## src/rtl/fetch_decode_unit.sv

```systemverilog
// Instruction fetch/decode sequencer: drives the program-memory address,
// latches the instruction, splits it into fields and hands ALU/LDI work to
// the execution unit over valid/ready. Jumps, branches, NOPs and HALT are
// resolved locally.
module fetch_decode_unit #(
    parameter int unsigned             PC_WIDTH = 8,
    parameter logic [PC_WIDTH-1:0]     RESET_PC = '0
) (
    input  logic                clock,
    input  logic                rst_n,
    output logic [PC_WIDTH-1:0] pc_out,
    input  logic [31:0]         instr_in,
    input  logic                zero_flag,
    output logic                issue_valid,
    input  logic                issue_ready,
    output logic [3:0]          opcode,
    output logic [2:0]          dr,
    output logic [2:0]          sr1,
    output logic [2:0]          sr2,
    output logic [7:0]          imm8,
    output logic                halted
);

    typedef enum logic [2:0] {
        S_RESET,
        S_FETCH,
        S_DECODE,
        S_EXEC,
        S_HALT
    } state_t;

    state_t              state_q,  state_d;
    logic [PC_WIDTH-1:0] pc_q,     pc_d;
    logic [31:0]         ir_q,     ir_d;
    logic [3:0]          opcode_q, opcode_d;
    logic [2:0]          dr_q,     dr_d;
    logic [2:0]          sr1_q,    sr1_d;
    logic [2:0]          sr2_q,    sr2_d;
    logic [7:0]          imm8_q,   imm8_d;
    logic                halted_q, halted_d;

    logic [PC_WIDTH-1:0] pc_inc;
    logic [PC_WIDTH-1:0] pc_target;
    logic [3:0]          ir_op;

    // Reserved instruction bits are latched but deliberately never decoded.
    logic unused_rsvd;
    assign unused_rsvd = ^{ir_q[27], ir_q[23], ir_q[19], ir_q[15:8]};

    assign ir_op     = ir_q[31:28];
    assign pc_inc    = pc_q + PC_WIDTH'(1);
    assign pc_target = PC_WIDTH'(ir_q[7:0]);

    // All outputs come straight from registers, so no input reaches an output combinationally.
    assign pc_out      = pc_q;
    assign issue_valid = (state_q == S_EXEC);
    assign opcode      = opcode_q;
    assign dr          = dr_q;
    assign sr1         = sr1_q;
    assign sr2         = sr2_q;
    assign imm8        = imm8_q;
    assign halted      = halted_q;

    // State and datapath registers, cleared asynchronously.
    always_ff @(posedge clock or negedge rst_n) begin
        if (!rst_n) begin
            state_q  <= S_RESET;
            pc_q     <= RESET_PC;
            ir_q     <= '0;
            opcode_q <= '0;
            dr_q     <= '0;
            sr1_q    <= '0;
            sr2_q    <= '0;
            imm8_q   <= '0;
            halted_q <= 1'b0;
        end else begin
            state_q  <= state_d;
            pc_q     <= pc_d;
            ir_q     <= ir_d;
            opcode_q <= opcode_d;
            dr_q     <= dr_d;
            sr1_q    <= sr1_d;
            sr2_q    <= sr2_d;
            imm8_q   <= imm8_d;
            halted_q <= halted_d;
        end
    end

    // Sequencer next-state, PC update and field decode.
    always_comb begin
        state_d  = state_q;
        pc_d     = pc_q;
        ir_d     = ir_q;
        opcode_d = opcode_q;
        dr_d     = dr_q;
        sr1_d    = sr1_q;
        sr2_d    = sr2_q;
        imm8_d   = imm8_q;
        halted_d = halted_q;

        case (state_q)
            S_RESET: begin
                state_d = S_FETCH;
            end
            S_FETCH: begin
                ir_d    = instr_in;
                state_d = S_DECODE;
            end
            S_DECODE: begin
                opcode_d = ir_q[31:28];
                dr_d     = ir_q[26:24];
                sr1_d    = ir_q[22:20];
                sr2_d    = ir_q[18:16];
                imm8_d   = ir_q[7:0];
                if (!ir_op[3] || ir_op == 4'hA) begin
                    state_d = S_EXEC;
                end else if (ir_op == 4'h8) begin
                    pc_d    = pc_target;
                    state_d = S_FETCH;
                end else if (ir_op == 4'h9) begin
                    pc_d    = zero_flag ? pc_target : pc_inc;
                    state_d = S_FETCH;
                end else if (ir_op == 4'hF) begin
                    halted_d = 1'b1;
                    state_d  = S_HALT;
                end else begin
                    pc_d    = pc_inc;
                    state_d = S_FETCH;
                end
            end
            S_EXEC: begin
                if (issue_ready) begin
                    pc_d    = pc_inc;
                    state_d = S_FETCH;
                end
            end
            S_HALT: begin
                state_d = S_HALT;
            end
            default: begin
                state_d = S_RESET;
            end
        endcase
    end

endmodule

```

## config.mk

```make
export PLATFORM = sky130hd
export DESIGN_NAME = fetch_decode_unit
export DESIGN_NICKNAME = d
export VERILOG_FILES = /design/src/rtl/fetch_decode_unit.sv
export SDC_FILE = /design/constraint.sdc
export NUM_CORES = 1
export LEC_CHECK = 0
export CAP_MARGIN = 5
export CORE_UTILIZATION = 30
export CTS_CLUSTER_DIAMETER = 50
export DETAILED_ROUTE_END_ITERATION = 10
export PLACE_DENSITY = 0.53
export RECOVER_POWER = 100
export SYNTH_ARGS = -nofsm -noshare
export SYNTH_HDL_FRONTEND = slang
export SYNTH_SLANG_ARGS = --single-unit
```

## constraint.sdc

```tcl
create_clock -name clock -period 2.2 [get_ports clock]
set_input_delay 0.33 -clock clock [delete_from_list [all_inputs] [get_ports clock]]
set_output_delay 0.33 -clock clock [all_outputs]
set_load 0.03 [all_outputs]
```

==> results of run 1 <==
==> synth_stat cells <==
cell,count,share of area [%]
a21boi_1,3,0.96
a21o_1,1,0.32
a21oi_1,2,0.43
a22o_1,2,0.74
a22oi_1,1,0.32
a2bb2oi_1,3,1.1
a311oi_1,1,0.37
a311oi_4,1,1.1
a31oi_1,1,0.27
and2b_1,1,0.32
and3_1,2,0.53
and3b_1,1,0.37
and4_1,2,0.74
and4b_1,1,0.43
buf_2,5,1.1
buf_6,2,0.96
dfrtp_1,54,57
ha_1,1,0.53
inv_1,3,0.48
inv_2,1,0.16
mux2_1,25,12
mux2_2,17,8.1
mux2_4,1,0.64
mux2i_1,5,2.1
nand2_1,5,0.80
nand2b_1,2,0.53
nand3_1,7,1.5
nand4_1,1,0.27
nand4b_4,1,1.0
nor2_1,7,1.1
nor2b_1,1,0.27
nor3_1,2,0.43
nor3_2,1,0.43
o211ai_1,1,0.32
o21ai_0,2,0.43
o21ai_1,2,0.43
o31ai_1,1,0.32
or2_2,1,0.27
xnor2_1,1,0.37
==> layout make-up <==
cell class	instances	area, um2
fillers	707	4290
flip-flops and latches	54	1350
multi-input cells	106	927
repair buffers	62	627
well taps	99	124
clock buffers	7	76.3
inverters	4	15.0
==> metrics by stage <==
stage	hold slack (ns)	cells	power [mW]	setup slack [ns]
floorplan	0.0344	171	3.49	0.436
global placement	0.180	324	4.49	0.184
detailed placement	0.181	324	4.52	0.159
CTS	0.371	332	5.08	0.0308
global route	0.495	332	5.15	0.155
finish	0.457	332	4.79	0.319
==> state kept, by name (all words and copies together), names as in the netlist <==
register / flops
ir_q: 21
imm8: 8
pc_out: 8
opcode: 4
dr: 3
sr1: 3
sr2: 3
state_q: 3
halted: 1
==> layer usage <==
metal | wire length, um | vias to the layer above | GRT usage (%)
li1 | - | 742 | -
met3 | 279 | 7 | 3.79
met2 | 2200 | 41 | 20.3
met5 | 0 | - | 0
met4 | 78 | 0 | 4.84
met1 | 2180 | 785 | 16.1
==> timing repair <==
item / in CTS / in global routing
endpoints found under the hold margin: 6 / 0
buffers inserted: 0 / 0
gates resized for setup: 0 / 1
setup endpoints to repair: 0 / 1
hold buffers: 1 / 0
==> worst max-delay path by stage <==
stage | cells after the start | to | startpoint | slack (ns)
after floorplan | 5 | pc_out[4]$_DFFE_PN0P_ | state_q[2]$_DFFE_PN0P_ | 0.44
after global placement | 6 | pc_out[3]$_DFFE_PN0P_ | issue_ready | 0.18
after detailed placement | 6 | pc_out[3]$_DFFE_PN0P_ | issue_ready | 0.16
after CTS | 2 | issue_valid | state_q[1]$_DFFE_PN0P_ | 0.03
after global routing | 5 | pc_out[3]$_DFFE_PN0P_ | ir_q[31]$_DFFE_PN0N_ | 0.15
final | 5 | pc_out[3]$_DFFE_PN0P_ | state_q[0]$_DFFE_PN0P_ | 0.32
==> cell families (layout without fill, tap and decap cells) <==
| group | Yosys count | count (layout) | synth area share (%) |
|---|---|---|---|
| and+or+nand+nor | 35 | 35 | 8.99 |
| xor gates and xnor gates | 1 | 1 | 0.372 |
| buffers and inverters | 11 | 73 | 2.66 |
| adders and majority gates | 1 | 1 | 0.532 |
| muxes | 48 | 48 | 22.9 |
| AOI/OAI and AO/OA | 21 | 21 | 7.13 |
| DFF | 54 | 54 | 57.4 |
==> worst reg2reg max path: cells and delay by family (launching register included) <==
family	cells	cell delay, ns
AOI/OAI and AO/OA	3	0.98
buffers and inverters	1	0.20
DFF	1	0.48
muxes	1	0.16
==> power groups by stage <==
| stage | Clock (mW) | Sequential, mW | Combinational (mW) |
|---|---|---|---|
| 3_3_place_gp | 0 | 1.93 | 2.56 |
| 3_5_place_dp | 0 | 1.93 | 2.59 |
| 6_report | 0.518 | 1.89 | 2.39 |
| 4_1_cts | 0.559 | 1.92 | 2.60 |
| 2_1_floorplan | 0 | 2.38 | 1.12 |
| 5_1_grt | 0.582 | 1.98 | 2.59 |
==> flow_summary.json, run 1 <==
{
  "timing.critical_path.buf_inv": 1,
  "htreeDepth": 2,
  "initial_core_util_pct": 31.8,
  "critical_path.cell_chain": "mux2i_1, a311oi_2, buf_12, a21boi_0, a2bb2oi_1",
  "cp_max_fo": 9,
  "wire_per_inst_um": 14.3,
  "antenna_cells": 0,
  "fin_crit_sh_pct": 85.5,
  "die_x_um": 90.6,
  "cts.clk_slew.worst_paths_ns": 0.09,
  "crit_type": "flip-flop to flip-flop",
  "layout_commonest_cell": "dfrtp_1",
  "peakVddDrop_mv": 0.717,
  "sw_frac_of_total_pct": 40.6,
  "setup_tns_ns": 0,
  "synth.avg_cell_area_um2": 13.8,
  "rsz0062_at_grt": "no",
  "ant_nets": 0,
  "cts_tree": "yes",
  "start_kind": "flip-flop",
  "final_area_mm2": 0.00312,
  "p_seq_share_pct": 39.3,
  "drtIter0Drc": 51,
  "relSlewSlack_pct": 53.8,
  "cpMaxStageDelayCell": "a311oi_2",
  "layout_common_cells": "dfrtp_1, dlygate4sd3_1, mux2_1",
  "final_util_pct": 42.1,
  "post-route-min-period_ns": 1.88,
  "grt_max_degree": 49,
  "grt_pass1_wl_um": 8140,
  "die-height_um": 90.6,
  "dr.pass1.iters": 3,
  "drc": 0,
  "syn_nets": 208,
  "vias": 1575,
  "hold_path_startpoint": "halted$_DFFE_PN0P_",
  "clkLatencyLatePin_ns": 0.30,
  "status": "complete, no violations",
  "die_area_mm2": 0.00820,
  "netlist-cell-type-count": 39,
  "hold_path.class": "flip-flop to flip-flop",
  "ys_warn_count": 0,
  "p_int_mw": 2.85,
  "max_freq_mhz": 532,
  "grt_pass1_vias": 1692,
  "routed_wl_um": 4730,
  "critical_path.max_stage_delay_ns": 0.64,
  "end_kind": "flip-flop",
  "arrival_ns": 2.11,
  "tightest_slew_ns": 0.692,
  "syn_area_mm2": 0.00235,
  "antenna_found_initial": 0,
  "ys_seq_elements": 54,
  "place_hpwl_um": 3360,
  "drive_above_1_share_pct": 14.2,
  "setup_viol_count_final": 0,
  "numPortBuffers": 55,
  "p_comb_share_pct": 49.9,
  "reg2reg_to": "pc_out[3]$_DFFE_PN0P_",
  "syn_inst": 171,
  "grt_overflow": 0,
  "p_leak_nw": 1.34,
  "cts_buffer_depth": 2,
  "gp_congestion": 0.706,
  "grt_use_total_pct": 12.7,
  "rrSetupSlack_ns": 0.32,
  "nets": 270,
  "crit_family": "compound AO/OA/AOI/OAI gates",
  "core_area_mm2": 0.00741,
  "hold_path_end": "halted$_DFFE_PN0P_",
  "placed_area_mm2": 0.00307,
  "cts_made_buffers": 5,
  "yosysSeqAreaShare_pct": 57.4,
  "r2r_start": "state_q[0]$_DFFE_PN0P_",
  "cap_violations": 0,
  "hold_depth": 1,
  "maxSlewViolCount": 0,
  "rows": 31,
  "switchingPower_mw": 1.95,
  "ff2ff_path_depth": 5,
  "power_density_mw_per_mm2": 1540,
  "skew_ns": 0.00839,
  "clockPowerShare_pct": 10.8,
  "worst_ep_required_time_ns": 2.43,
  "ios": 67,
  "via_per_inst": 4.74,
  "cts.sinks": 54,
  "ctsRootBufferMaster": "clkbuf_8",
  "area_growth_pct": 32.7,
  "finalHoldViolations": 0
}
Power figures use the tool's default switching activity.
==> inputs of run 2 (changes only) <==
--- a/config.mk
+++ b/config.mk
@@ -9,8 +9,9 @@
 export CORE_UTILIZATION = 30
 export CTS_CLUSTER_DIAMETER = 50
 export DETAILED_ROUTE_END_ITERATION = 10
-export PLACE_DENSITY = 0.53
+export PLACE_DENSITY_LB_ADDON = 0.08
 export RECOVER_POWER = 100
+export SKIP_CTS_REPAIR_TIMING = 1
 export SYNTH_ARGS = -nofsm -noshare
 export SYNTH_HDL_FRONTEND = slang
 export SYNTH_SLANG_ARGS = --single-unit
==> run 2 against run 1 <==
Against the previous run: worst hold slack lost 0.12 ns; power shrank 0.30%; routed wire length shrank 0.44%; first-iteration DRC count shrank 3.9%; critical path type unchanged; count of clock-buffer cells in the layout is the same; register-to-register slack is essentially flat; non-clock buffer count is the same.
==> flow_summary.json, run 2 (synthesized netlist as in run 1, its figures left out) <==
{
  "status": "complete, no violations",
  "sw_frac_of_total_pct": 41.1,
  "gp_congestion": 0.716,
  "holdWs_ns": 0.335,
  "wire_per_inst_um": 14.1,
  "hold_path.class": "input port to asynchronous set/reset pin",
  "numPortBuffers": 55,
  "cts.sinks": 54,
  "p_int_mw": 2.82,
  "max_freq_mhz": 527,
  "grt_use_total_pct": 12.7,
  "vias": 1596,
  "place_hpwl_um": 3530,
  "cp_max_fo": 22,
  "ant_nets": 0,
  "clkLatencyLatePin_ns": 0.30,
  "worst_ep_required_time_ns": 2.38,
  "dp_slack_ns": 0.182,
  "finalHoldViolations": 0,
  "core_area_mm2": 0.00741,
  "p_leak_nw": 1.32,
  "arrival_ns": 2.07,
  "cts_buffer_depth": 2,
  "top_register": "ir_q",
  "grt_pass1_wl_um": 8290,
  "grt_overflow": 0,
  "tightest_slew_ns": 1.40,
  "cts_made_buffers": 5,
  "cts.clk_slew.worst_paths_ns": 0.09,
  "rows": 31,
  "cts_tree": "yes",
  "skew_ns": 0.0111,
  "routed_wl_um": 4710,
  "initial_core_util_pct": 31.8,
  "p_seq_share_pct": 39.3,
  "drtIter0Drc": 49,
  "die_x_um": 90.6,
  "rsz0062_at_grt": "no",
  "setup_tns_ns": 0,
  "setup_slack_ns": 0.304,
  "dr.pass1.iters": 4,
  "p_comb_share_pct": 49.2,
  "die-height_um": 90.6,
  "die_area_mm2": 0.00820,
  "antenna_cells": 0,
  "ctsRootBufferMaster": "clkbuf_8",
  "layout_commonest_cell": "dfrtp_1",
  "cap_violations": 0,
  "fin_crit_sh_pct": 86.2,
  "setup_viol_count_final": 0,
  "post-route-min-period_ns": 1.90,
  "nets": 270,
  "htreeDepth": 2,
  "layout_common_cells": "dfrtp_1, dlygate4sd3_1, mux2_1",
  "drive_above_1_share_pct": 13.2,
  "grt_max_degree": 31,
  "grt_pass1_vias": 1697,
  "crit_type": "flip-flop to flip-flop",
  "power_density_mw_per_mm2": 1540,
  "antenna_found_initial": 0,
  "end_kind": "flip-flop",
  "start_kind": "flip-flop",
  "area_growth_pct": 31.8,
  "clockPowerShare_pct": 11.5,
  "drc": 0,
  "switchingPower_mw": 1.96,
  "largest_register_ffs": 21,
  "peakVddDrop_mv": 0.549,
  "ios": 67,
  "maxSlewViolCount": 0,
  "via_per_inst": 4.79,
  "relSlewSlack_pct": 6.52
}
==> run 2: area by class of cell <==
class / instances / area, um2
clock buffers: 7 / 86.3
clock inverters: 1 / 5.00
fillers: 686 / 4310
inverters: 4 / 15.0
multi-input cells: 106 / 932
flip-flops and latches: 54 / 1350
well taps: 99 / 124
repair buffers: 62 / 586
==> run 2: stage by stage <==
stage	power, mW	std cells	utilization [%]	instance area (um2)
2_1_floorplan	3.49	171	-	2350
3_3_place_gp	4.41	325	41.1	3050
6_report	4.78	333	41.8	3100
4_1_cts	5.06	333	42.4	3140
5_1_grt	5.13	333	41.8	3100
3_5_place_dp	4.49	325	41.1	3050
==> run 2: critical path: stages (launching register included) <==
cell and delay [ns]:
dfrtp_1 0.48, inv_1 0.17, nor3_4 0.19, clkbuf_2 0.53, mux2_2 0.41
==> run 2: final timing paths <==
path                                         from               endpoint  slack, ns  cells past startpoint
max in group asynchronous                   rst_n  pc_out[7]$_DFFE_PN0P_       1.04                      1
hold reg to reg                halted$_DFFE_PN0P_     halted$_DFFE_PN0P_       0.47                      1
setup / recovery           state_q[0]$_DFFE_PN0P_    ir_q[6]$_DFFE_PN0N_       0.30                      4
min in group clock             halted$_DFFE_PN0P_     halted$_DFFE_PN0P_       0.47                      1
setup reg to reg           state_q[0]$_DFFE_PN0P_    ir_q[6]$_DFFE_PN0N_       0.30                      4
hold / removal                              rst_n  pc_out[6]$_DFFE_PN0P_       0.33                      1
==> run 2: metal layers <==
layer | part of all wire, % | global-route usage (%) | vias to the layer above | wire, um
li1 | - | - | 745 | -
met1 | 43 | 15.9 | 810 | 2040
met2 | 52 | 21.7 | 36 | 2440
met3 | 3.7 | 3.03 | 5 | 173
met4 | 1.1 | 3.63 | 0 | 53
met5 | 0 | 0 | - | 0
==> run 2: power groups by stage <==
stage	Combinational [mW]	Sequential, mW	Clock (mW)
4_1_cts	2.58	1.91	0.581
6_report	2.35	1.88	0.551
3_5_place_dp	2.57	1.93	0
3_3_place_gp	2.52	1.89	0
5_1_grt	2.53	1.98	0.622
2_1_floorplan	1.12	2.38	0
